File: src/rtl/sdm_pkg.sv
`default_nettype none
// ============================================================================
// Module      : sdm_pkg
// Description : Shared constants for the sigma-delta modulator. DEFAULT_OSR is
//               the same ratio the decimating Filter uses, so both ends of a
//               loopback agree on the frame length.
// Revision    : 1.0 - initial release
// ============================================================================
package sdm_pkg;

  localparam int SAMPLE_W = 8;
  localparam logic [SAMPLE_W-1:0] MIDSCALE = 8'h80;
  localparam int DEFAULT_OSR = 256;

endpackage : sdm_pkg
`default_nettype wire

File: src/rtl/sigma_delta_modulator_if.sv
`default_nettype none
// ============================================================================
// Module      : sigma_delta_modulator_if
// Description : PCM sample handshake plus bitstream/status outputs of the
//               sigma-delta modulator. master = sample source, slave = DUT.
//               Build option: SDM_MUTE_EN adds the MUTE control signal.
// Revision    : 1.0 - initial release
// ============================================================================
interface sigma_delta_modulator_if;
  import sdm_pkg::*;

  logic [SAMPLE_W-1:0] IN;
  logic                IN_VALID;
  logic                IN_READY;
  logic                OUT;
  logic                FRAME;
  logic                UNDERRUN;
`ifdef SDM_MUTE_EN
  logic                MUTE;
`endif

  modport master (
`ifdef SDM_MUTE_EN
    output MUTE,
`endif
    output IN, IN_VALID,
    input  IN_READY, OUT, FRAME, UNDERRUN
  );

  modport slave (
`ifdef SDM_MUTE_EN
    input  MUTE,
`endif
    input  IN, IN_VALID,
    output IN_READY, OUT, FRAME, UNDERRUN
  );

endinterface : sigma_delta_modulator_if
`default_nettype wire

File: src/rtl/sdm_accum.sv
`default_nettype none
// ============================================================================
// Module      : sdm_accum
// Description : First-order accumulator modulator. The carry out of the 8-bit
//               phase accumulator is the pulse-density output bit, so over 256
//               cycles at a constant sample the number of ones equals the
//               sample exactly.
// Revision    : 1.0 - initial release
// ============================================================================
module sdm_accum
  import sdm_pkg::*;
(
  input  wire logic                CLK,
  input  wire logic                RST,
  input  wire logic [SAMPLE_W-1:0] sample_i,
  output logic                     bit_o
);

  logic [SAMPLE_W-1:0] acc_q;
  logic [SAMPLE_W-1:0] acc_d;
  logic                out_q;
  logic                out_d;
  logic [SAMPLE_W:0]   sum;

  // Adder: the carry bit becomes the next output bit, the residue the new phase.
  always_comb begin
    sum   = {1'b0, acc_q} + {1'b0, sample_i};
    acc_d = sum[SAMPLE_W-1:0];
    out_d = sum[SAMPLE_W];
  end

  // Phase accumulator and output register; acc is never cleared between frames.
  always_ff @(posedge CLK) begin
    if (!RST) begin
      acc_q <= '0;
      out_q <= 1'b0;
    end else begin
      acc_q <= acc_d;
      out_q <= out_d;
    end
  end

  assign bit_o = out_q;

endmodule : sdm_accum
`default_nettype wire

File: src/rtl/sigma_delta_modulator.sv
`default_nettype none
// ============================================================================
// Module      : sigma_delta_modulator
// Description : Accepts 8-bit unsigned PCM over valid/ready, holds each sample
//               for OSR clocks and emits a 1-bit pulse-density stream.
//               Build option: SDM_MUTE_EN - MUTE forces midscale into the
//               modulator (50% density) without disturbing the handshake.
// Revision    : 1.0 - initial release
// ============================================================================
module sigma_delta_modulator
  import sdm_pkg::*;
#(
  parameter int OSR = DEFAULT_OSR,
  parameter int CW  = 16
) (
  input  wire logic              CLK,
  input  wire logic              RST,
  sigma_delta_modulator_if.slave sdm
);

  logic [SAMPLE_W-1:0] hold_q, hold_d;
  logic                hold_valid_q, hold_valid_d;
  logic [SAMPLE_W-1:0] cur_q, cur_d;
  logic [CW-1:0]       cnt_q, cnt_d;
  logic                frame_q, frame_d;
  logic                underrun_q, underrun_d;
  logic                boundary;
  logic                accept;
  logic [SAMPLE_W-1:0] mod_in;
  logic                out_bit;

  assign boundary = (cnt_q == CW'(OSR - 1));
  // Hold is only writable when empty, so an accept never coincides with a
  // boundary that is draining a full hold register.
  assign accept   = sdm.IN_VALID && !hold_valid_q;

  // Next-state: frame counter, hold/cur hand-over at boundaries, underrun flag.
  always_comb begin
    hold_d       = hold_q;
    hold_valid_d = hold_valid_q;
    cur_d        = cur_q;
    underrun_d   = underrun_q;
    frame_d      = boundary;
    cnt_d        = boundary ? '0 : cnt_q + CW'(1);

    if (boundary) begin
      if (hold_valid_q) begin
        cur_d        = hold_q;
        hold_valid_d = 1'b0;
      end else begin
        // Empty at the boundary: repeat cur; a same-cycle accept is not bypassed.
        underrun_d   = 1'b1;
      end
    end

    if (accept) begin
      hold_d       = sdm.IN;
      hold_valid_d = 1'b1;
    end
  end

  // State registers; reset discards any held sample and partial frame.
  always_ff @(posedge CLK) begin
    if (!RST) begin
      hold_q       <= '0;
      hold_valid_q <= 1'b0;
      cur_q        <= '0;
      cnt_q        <= '0;
      frame_q      <= 1'b0;
      underrun_q   <= 1'b0;
    end else begin
      hold_q       <= hold_d;
      hold_valid_q <= hold_valid_d;
      cur_q        <= cur_d;
      cnt_q        <= cnt_d;
      frame_q      <= frame_d;
      underrun_q   <= underrun_d;
    end
  end

`ifdef SDM_MUTE_EN
  assign mod_in = sdm.MUTE ? MIDSCALE : cur_q;
`else
  assign mod_in = cur_q;
`endif

  sdm_accum u_accum (
    .CLK      (CLK),
    .RST      (RST),
    .sample_i (mod_in),
    .bit_o    (out_bit)
  );

  assign sdm.IN_READY = !hold_valid_q;
  assign sdm.OUT      = out_bit;
  assign sdm.FRAME    = frame_q;
  assign sdm.UNDERRUN = underrun_q;

endmodule : sigma_delta_modulator
`default_nettype wire

File: src/flat_wrapper.sv
// flat-port wrapper written by rule: the top's interface ports become plain ports
module sigma_delta_modulator_flat import sdm_pkg::*;
#(
  parameter int OSR = DEFAULT_OSR,
  parameter int CW  = 16
)
  (CLK, RST, sdm_IN, sdm_IN_VALID, sdm_IN_READY, sdm_OUT, sdm_FRAME, sdm_UNDERRUN);
  sigma_delta_modulator_if sdm_i ();
  input  wire logic CLK;
  input  wire logic RST;
  input wire logic [$bits(sdm_i.IN)-1:0] sdm_IN;
  input wire logic [$bits(sdm_i.IN_VALID)-1:0] sdm_IN_VALID;
  output wire logic [$bits(sdm_i.IN_READY)-1:0] sdm_IN_READY;
  output wire logic [$bits(sdm_i.OUT)-1:0] sdm_OUT;
  output wire logic [$bits(sdm_i.FRAME)-1:0] sdm_FRAME;
  output wire logic [$bits(sdm_i.UNDERRUN)-1:0] sdm_UNDERRUN;
  assign sdm_i.IN = sdm_IN;
  assign sdm_i.IN_VALID = sdm_IN_VALID;
  assign sdm_IN_READY = sdm_i.IN_READY;
  assign sdm_OUT = sdm_i.OUT;
  assign sdm_FRAME = sdm_i.FRAME;
  assign sdm_UNDERRUN = sdm_i.UNDERRUN;
  sigma_delta_modulator #(.OSR(OSR), .CW(CW)) u_core (.CLK(CLK), .RST(RST), .sdm(sdm_i));
endmodule
File: config.mk
export PLATFORM = sky130hd
export DESIGN_NAME = sigma_delta_modulator_flat
export DESIGN_NICKNAME = d
export VERILOG_FILES = /design/src/rtl/sdm_pkg.sv /design/src/rtl/sigma_delta_modulator_if.sv /design/src/rtl/sdm_accum.sv /design/src/rtl/sigma_delta_modulator.sv /design/src/flat_wrapper.sv
export SDC_FILE = /design/constraint.sdc
export NUM_CORES = 1
export LEC_CHECK = 0
export CAP_MARGIN = 15
export CORE_MARGIN = 5
export CORE_UTILIZATION = 61
export DETAILED_ROUTE_END_ITERATION = 6
export GPL_ROUTABILITY_DRIVEN = 0
export GPL_TIMING_DRIVEN = 0
export PLACE_DENSITY = 0.83
export SKIP_LAST_GASP = 1
export SYNTH_ARGS = -nofsm -noshare
export SYNTH_HDL_FRONTEND = slang
export SYNTH_SLANG_ARGS = --single-unit
File: constraint.sdc
create_clock -name CLK -period 2.7 [get_ports CLK]
set_clock_uncertainty 0.05 [all_clocks]
set_input_delay 0.405 -clock CLK [delete_from_list [all_inputs] [get_ports CLK]]
set_output_delay 0.405 -clock CLK [all_outputs]
set_load 0.01 [all_outputs]
; Yosys cells after proc, flatten, opt, wreduce, memory -nomap -nowiden
; Cells that the tools add are included.
[word_totals]
ff_bits = 44
out_inout_bits = 4
word_cells = 21
[op_classes]
bitwise = 2
n_reduce_logical = 6
eq_ne = 1
addsub = 2
mux = 2
[ops]
columns = op, n
row1 = "adder 16 x 1 -> 16 bit, second input constant", 1
row2 = "equality test 16 x 8 -> 1 bit, second input constant", 1
row3 = adder 8 x 8 -> 9 bit, 1
row4 = AND reduction 2 bit, 2
row5 = two-way mux 1 bit, 2
row6 = inverter 1 bit, 2
row7 = nonzero test 2 bit, 1
row8 = OR reduction 2 bit, 1
row9 = logical AND 1 bit, 1
row10 = logical NOT 1 bit, 1

; Logic depth before layout (Yosys ltp)
[depth]
depth_word = 3
depth_mapped = 7
ltp_nobuf = 7

; Modules after synthesis
; Synthesis repeated with hierarchy kept, for this count alone.
[hier_totals]
cells_unflattened = 214
area_unflattened_um2 = 2055.7
[modules_own_cells]
columns = mod, n_inst, seq_area_each_um2, area_per_inst_um2, cells_per_inst
row1 = sigma_delta_modulator, 1, 700.7, 1492.7, 154
row2 = sdm_accum, 1, 180.2, 563.0, 60

; Worst setup path before layout
; Ideal clock, no wire load.
[synth_path]
path_type = reg2reg
from = register u_core.u_accum.acc_q[0]
to = register u_core.u_accum.acc_q[6]
synth_period_minus_slack_ns = 1.666
path_buffers = 0
path_stages_with_launch = 8
setup_time_ns = 0.095
setup_slack_ns = 1.034
arrival_ns = 1.521
path_cell_list = dfxtp_1 ha_1 inv_1 fa_1 nor2b_1 o31a_1 or3_1 a221oi_1
[synth_via]
elab_chain_cells = 1
[synth_lines]
columns = item, line
row1 = from (decl), sdm_accum.sv:19  ; logic [SAMPLE_W-1:0] acc_q;
row2 = from (signal assigned), sdm_accum.sv:35  ; acc_q <= '0;
row3 = from (signal assigned), sdm_accum.sv:38  ; acc_q <= acc_d;
row4 = adder 8 x 8 -> 9 bit, sdm_accum.sv:27  ; sum = {1'b0, acc_q} + {1'b0, sample_i};
; No other way between the ends.
; A chain may end at the register's enable or synchronous reset.

; Final worst setup path
[layout_path]
from = register u_core.hold_valid_q
to = output port sdm_IN_READY
[layout_via]
elab_chain_cells = 1
[layout_lines]
columns = item, line
row1 = from (decl), sigma_delta_modulator.sv:22  ; logic hold_valid_q, hold_valid_d;
row2 = from (signal assigned), sigma_delta_modulator.sv:73  ; hold_valid_q <= hold_valid_d;
row3 = logical NOT 1 bit, sigma_delta_modulator.sv:94  ; assign sdm.IN_READY = !hold_valid_q;
row4 = to (decl), flat_wrapper.sv:13  ; output wire logic [$bits(sdm_i.IN_READY)-1:0] sdm_IN_READY;
; No other way between the ends.

==> flow_summary.ini <==
[drt]
routed_wl_microns = 3730
postRouteAntennaNets = 0
num_vias = 1479
drt_iter0_drc = 107
wl_per_cell_microns = 14.0
first_pass_iters = 4
drc = 0
viasPerCell = 5.56

[yosys]
synth_top_family_by_area = simple AND/OR/NAND/NOR gates
yosys-top-cells-count = dfxtp_1, nor2_1, nand2_1
synth_mux_area_frac = 0.0866
syn_inst = 204
synth-main-ff-cell = dfxtp_1
ys_types = 42
synthXorXnorAreaFrac = 0.0535
yosys_warnings = 0
syn_area_sq_mm = 0.00196
synth_compound_gate_area_share = 0.0790
synth.top_cell.area_share = 0.448
syn_avg_cell_area_sq_um = 9.63
synthesis.nets = 225
yosys.area_share.simple = 0.236
synth-seq-cells = 44
synthAdderAreaFrac = 0.0675
synth_seq_area_share = 0.448
synth.area.top_cells = dfxtp_1, mux2i_1, ha_1
synth_edf_count = 0
synth_most_common_cell = dfxtp_1
synth_area_leader_cell = dfxtp_1
async_flop_share = 0

[sta]
setup_tns_ps = 0
worst_slew_pin_slew_ps = 666
setup_violations = 0
min_period_over_period = 0.705
whs_ps = 352
slew_viol_final = 0
setup_slack_ps = 798
finalHoldViolations = 0
relSlewSlack = 0.556
clock.fmax_mhz = 526
grt_setup_unrepaired = no
fin_crit_ps = 1900

[floorplan]
start_util = 0.638
dieArea_sq_mm = 0.00445
row_count = 20
die_h_microns = 66.7
io_pins = 15
die_x_microns = 66.7
core_sq_mm = 0.00308

[placed_design]
dpl.hpwl_microns = 2780
place_inst = 261
io_buffers = 13
pre_cts_ws_ps = 659

[critical_path]
worst-path-buf-inv = 2
slowest_stage = clkdlybuf4s50_1
setup.worst_path.start_class = flop
cpPeakStageDelay_ps = 580
path_delay_family = buffers and inverters
crit_type = flop to output port
endpoint_kind = output port
path_cells = inv_1, clkdlybuf4s50_1
arrival_ps = 1450
crit_fanout = 4
cp.required_ps = 2250

[clock_tree]
cts_sinks = 44
cts-root-buf = clkbuf_4
cts_buffers = 5
ctsHtreeMaxLevel = 2
worstSkewPairLatency_ps = 360
tritoncts = built
cts_resized = 0
cts_setup_buffers = 0
cts_buffer_depth = 2
cts_hold_buffers = 0
path_clk_slew_ps = 110

[finish]
drive_gt1_frac = 0.0901
diodes = 0
areaGrowthSynthToFinish_pct = 11.3
nNetsFinal = 245
fin_cells = 266
final_core_util = 0.711

[run_status]
status = complete, no violations

[pwr]
sequentialPowerShare = 0.663
clockPowerShare = 0.275
power.internal_uw = 778
vdd_ir_drop_max_uv = 375
combPwrFrac = 0.062
p_leak_nw = 0.840
swShare = 0.230
switching_power_uw = 232
power_density_mw_per_mm2 = 462

[global_route]
grt_max_degree = 12
overflow = 0
antenna_found_initial = 0
grt_pass1_vias = 1547
grt_pass1_wl_microns = 6780
track_usage = 0.202

[hold_path]
min_path_type = input port to flop

[flow_run]
drv_cap = 0
[per-stage QoR]
stage | power (mW) | instance area (sq um)
floorplan | 0.718 | 1960
global placement | 0.743 | 2150
detailed placement | 0.746 | 2150
CTS | 1.01 | 2190
global route | 1.05 | 2190
finish | 1.01 | 2190
[power groups by stage]
stage	sequential (mW)	clock [mW]	combinational (mW)
floorplan	0.682	0	0.0366
global placement	0.683	0	0.0598
detailed placement	0.684	0	0.0622
CTS	0.669	0.280	0.0626
global route	0.671	0.309	0.0689
finish	0.669	0.278	0.0622
[kinds of logic (layout without fill, tap and decap cells)]
logic type	Yosys count	after routing
compound gates	24	24
buf+inv	13	31
flops	44	44
xor+xnor	12	12
mux	17	17
simple gates	84	84
fa+ha+maj	10	10
[flip-flops by register name (all words and copies together) (netlist names)]
signal and count:
u_core.hold_valid_q 1, u_core.sdm.UNDERRUN 1, u_core.sdm.FRAME 1, u_core.hold_q 8, u_core.cur_q 8, u_core.u_accum.bit_o 1
u_core.cnt_q 16, u_core.u_accum.acc_q 8
[final cells by class]
class | instances | area, sq um
multi-input cells | 147 | 1030
fillers | 239 | 891
flip-flops and latches | 44 | 881
repair buffers | 13 | 130
well taps | 44 | 55.1
clock buffers | 5 | 37.5
plain buffers | 7 | 33.8
inverters | 6 | 22.5
[worst reg2reg max path, delay by kind of cell (launching register included)]
family	cells	cell delay (ps)
adder cells (fa/ha/maj)	2	550
buffers and inverters	1	60
flip-flops	1	350
AND/OR/NAND/NOR	1	230
AO/OA/AOI/OAI	3	590
[layout by cell type (no fill, tap or decap), types with 2 or more instances in the layout]
cell type         n
o31ai_1           2
buf_4             2
xnor2_1           2
clkdlybuf4s50_1  13
nand2_1          22
nand4_1           6
a21oi_1           5
dfxtp_1          44
o21a_1            3
and4_4            2
mux2i_1          17
ha_1              9
and3_1            2
o21ai_0           6
clkbuf_4          5
o21bai_1          2
or3_1             3
inv_1             6
nor2_1           28
nor2b_1           3
nand3_1           4
xor2_1           10
clkbuf_1          5
[worst paths after layout]
kind / startpoint / end / slack [ps] / cells after the start
setup / recovery: u_core.hold_valid_q / sdm_IN_READY / 800 / 2
hold / removal: RST / u_core.cur_q[6] / 350 / 3
setup reg to reg: u_core.cur_q[0] / u_core.u_accum.acc_q[6] / 800 / 7
hold reg to reg: u_core.hold_q[2] / u_core.cur_q[2] / 420 / 2
[per-layer routing]
layer / GRT usage / vias up / wire length, microns / part of all wire
met1: 0.243 / 695 / 1740 / 0.47
met2: 0.334 / 29 / 1740 / 0.47
met4: 0.107 / 0 / 111 / 0.030
met3: 0.0438 / 12 / 140 / 0.038
li1: - / 743 / - / -
met5: 0 / - / 0 / 0
Power figures use the tool's default switching activity.
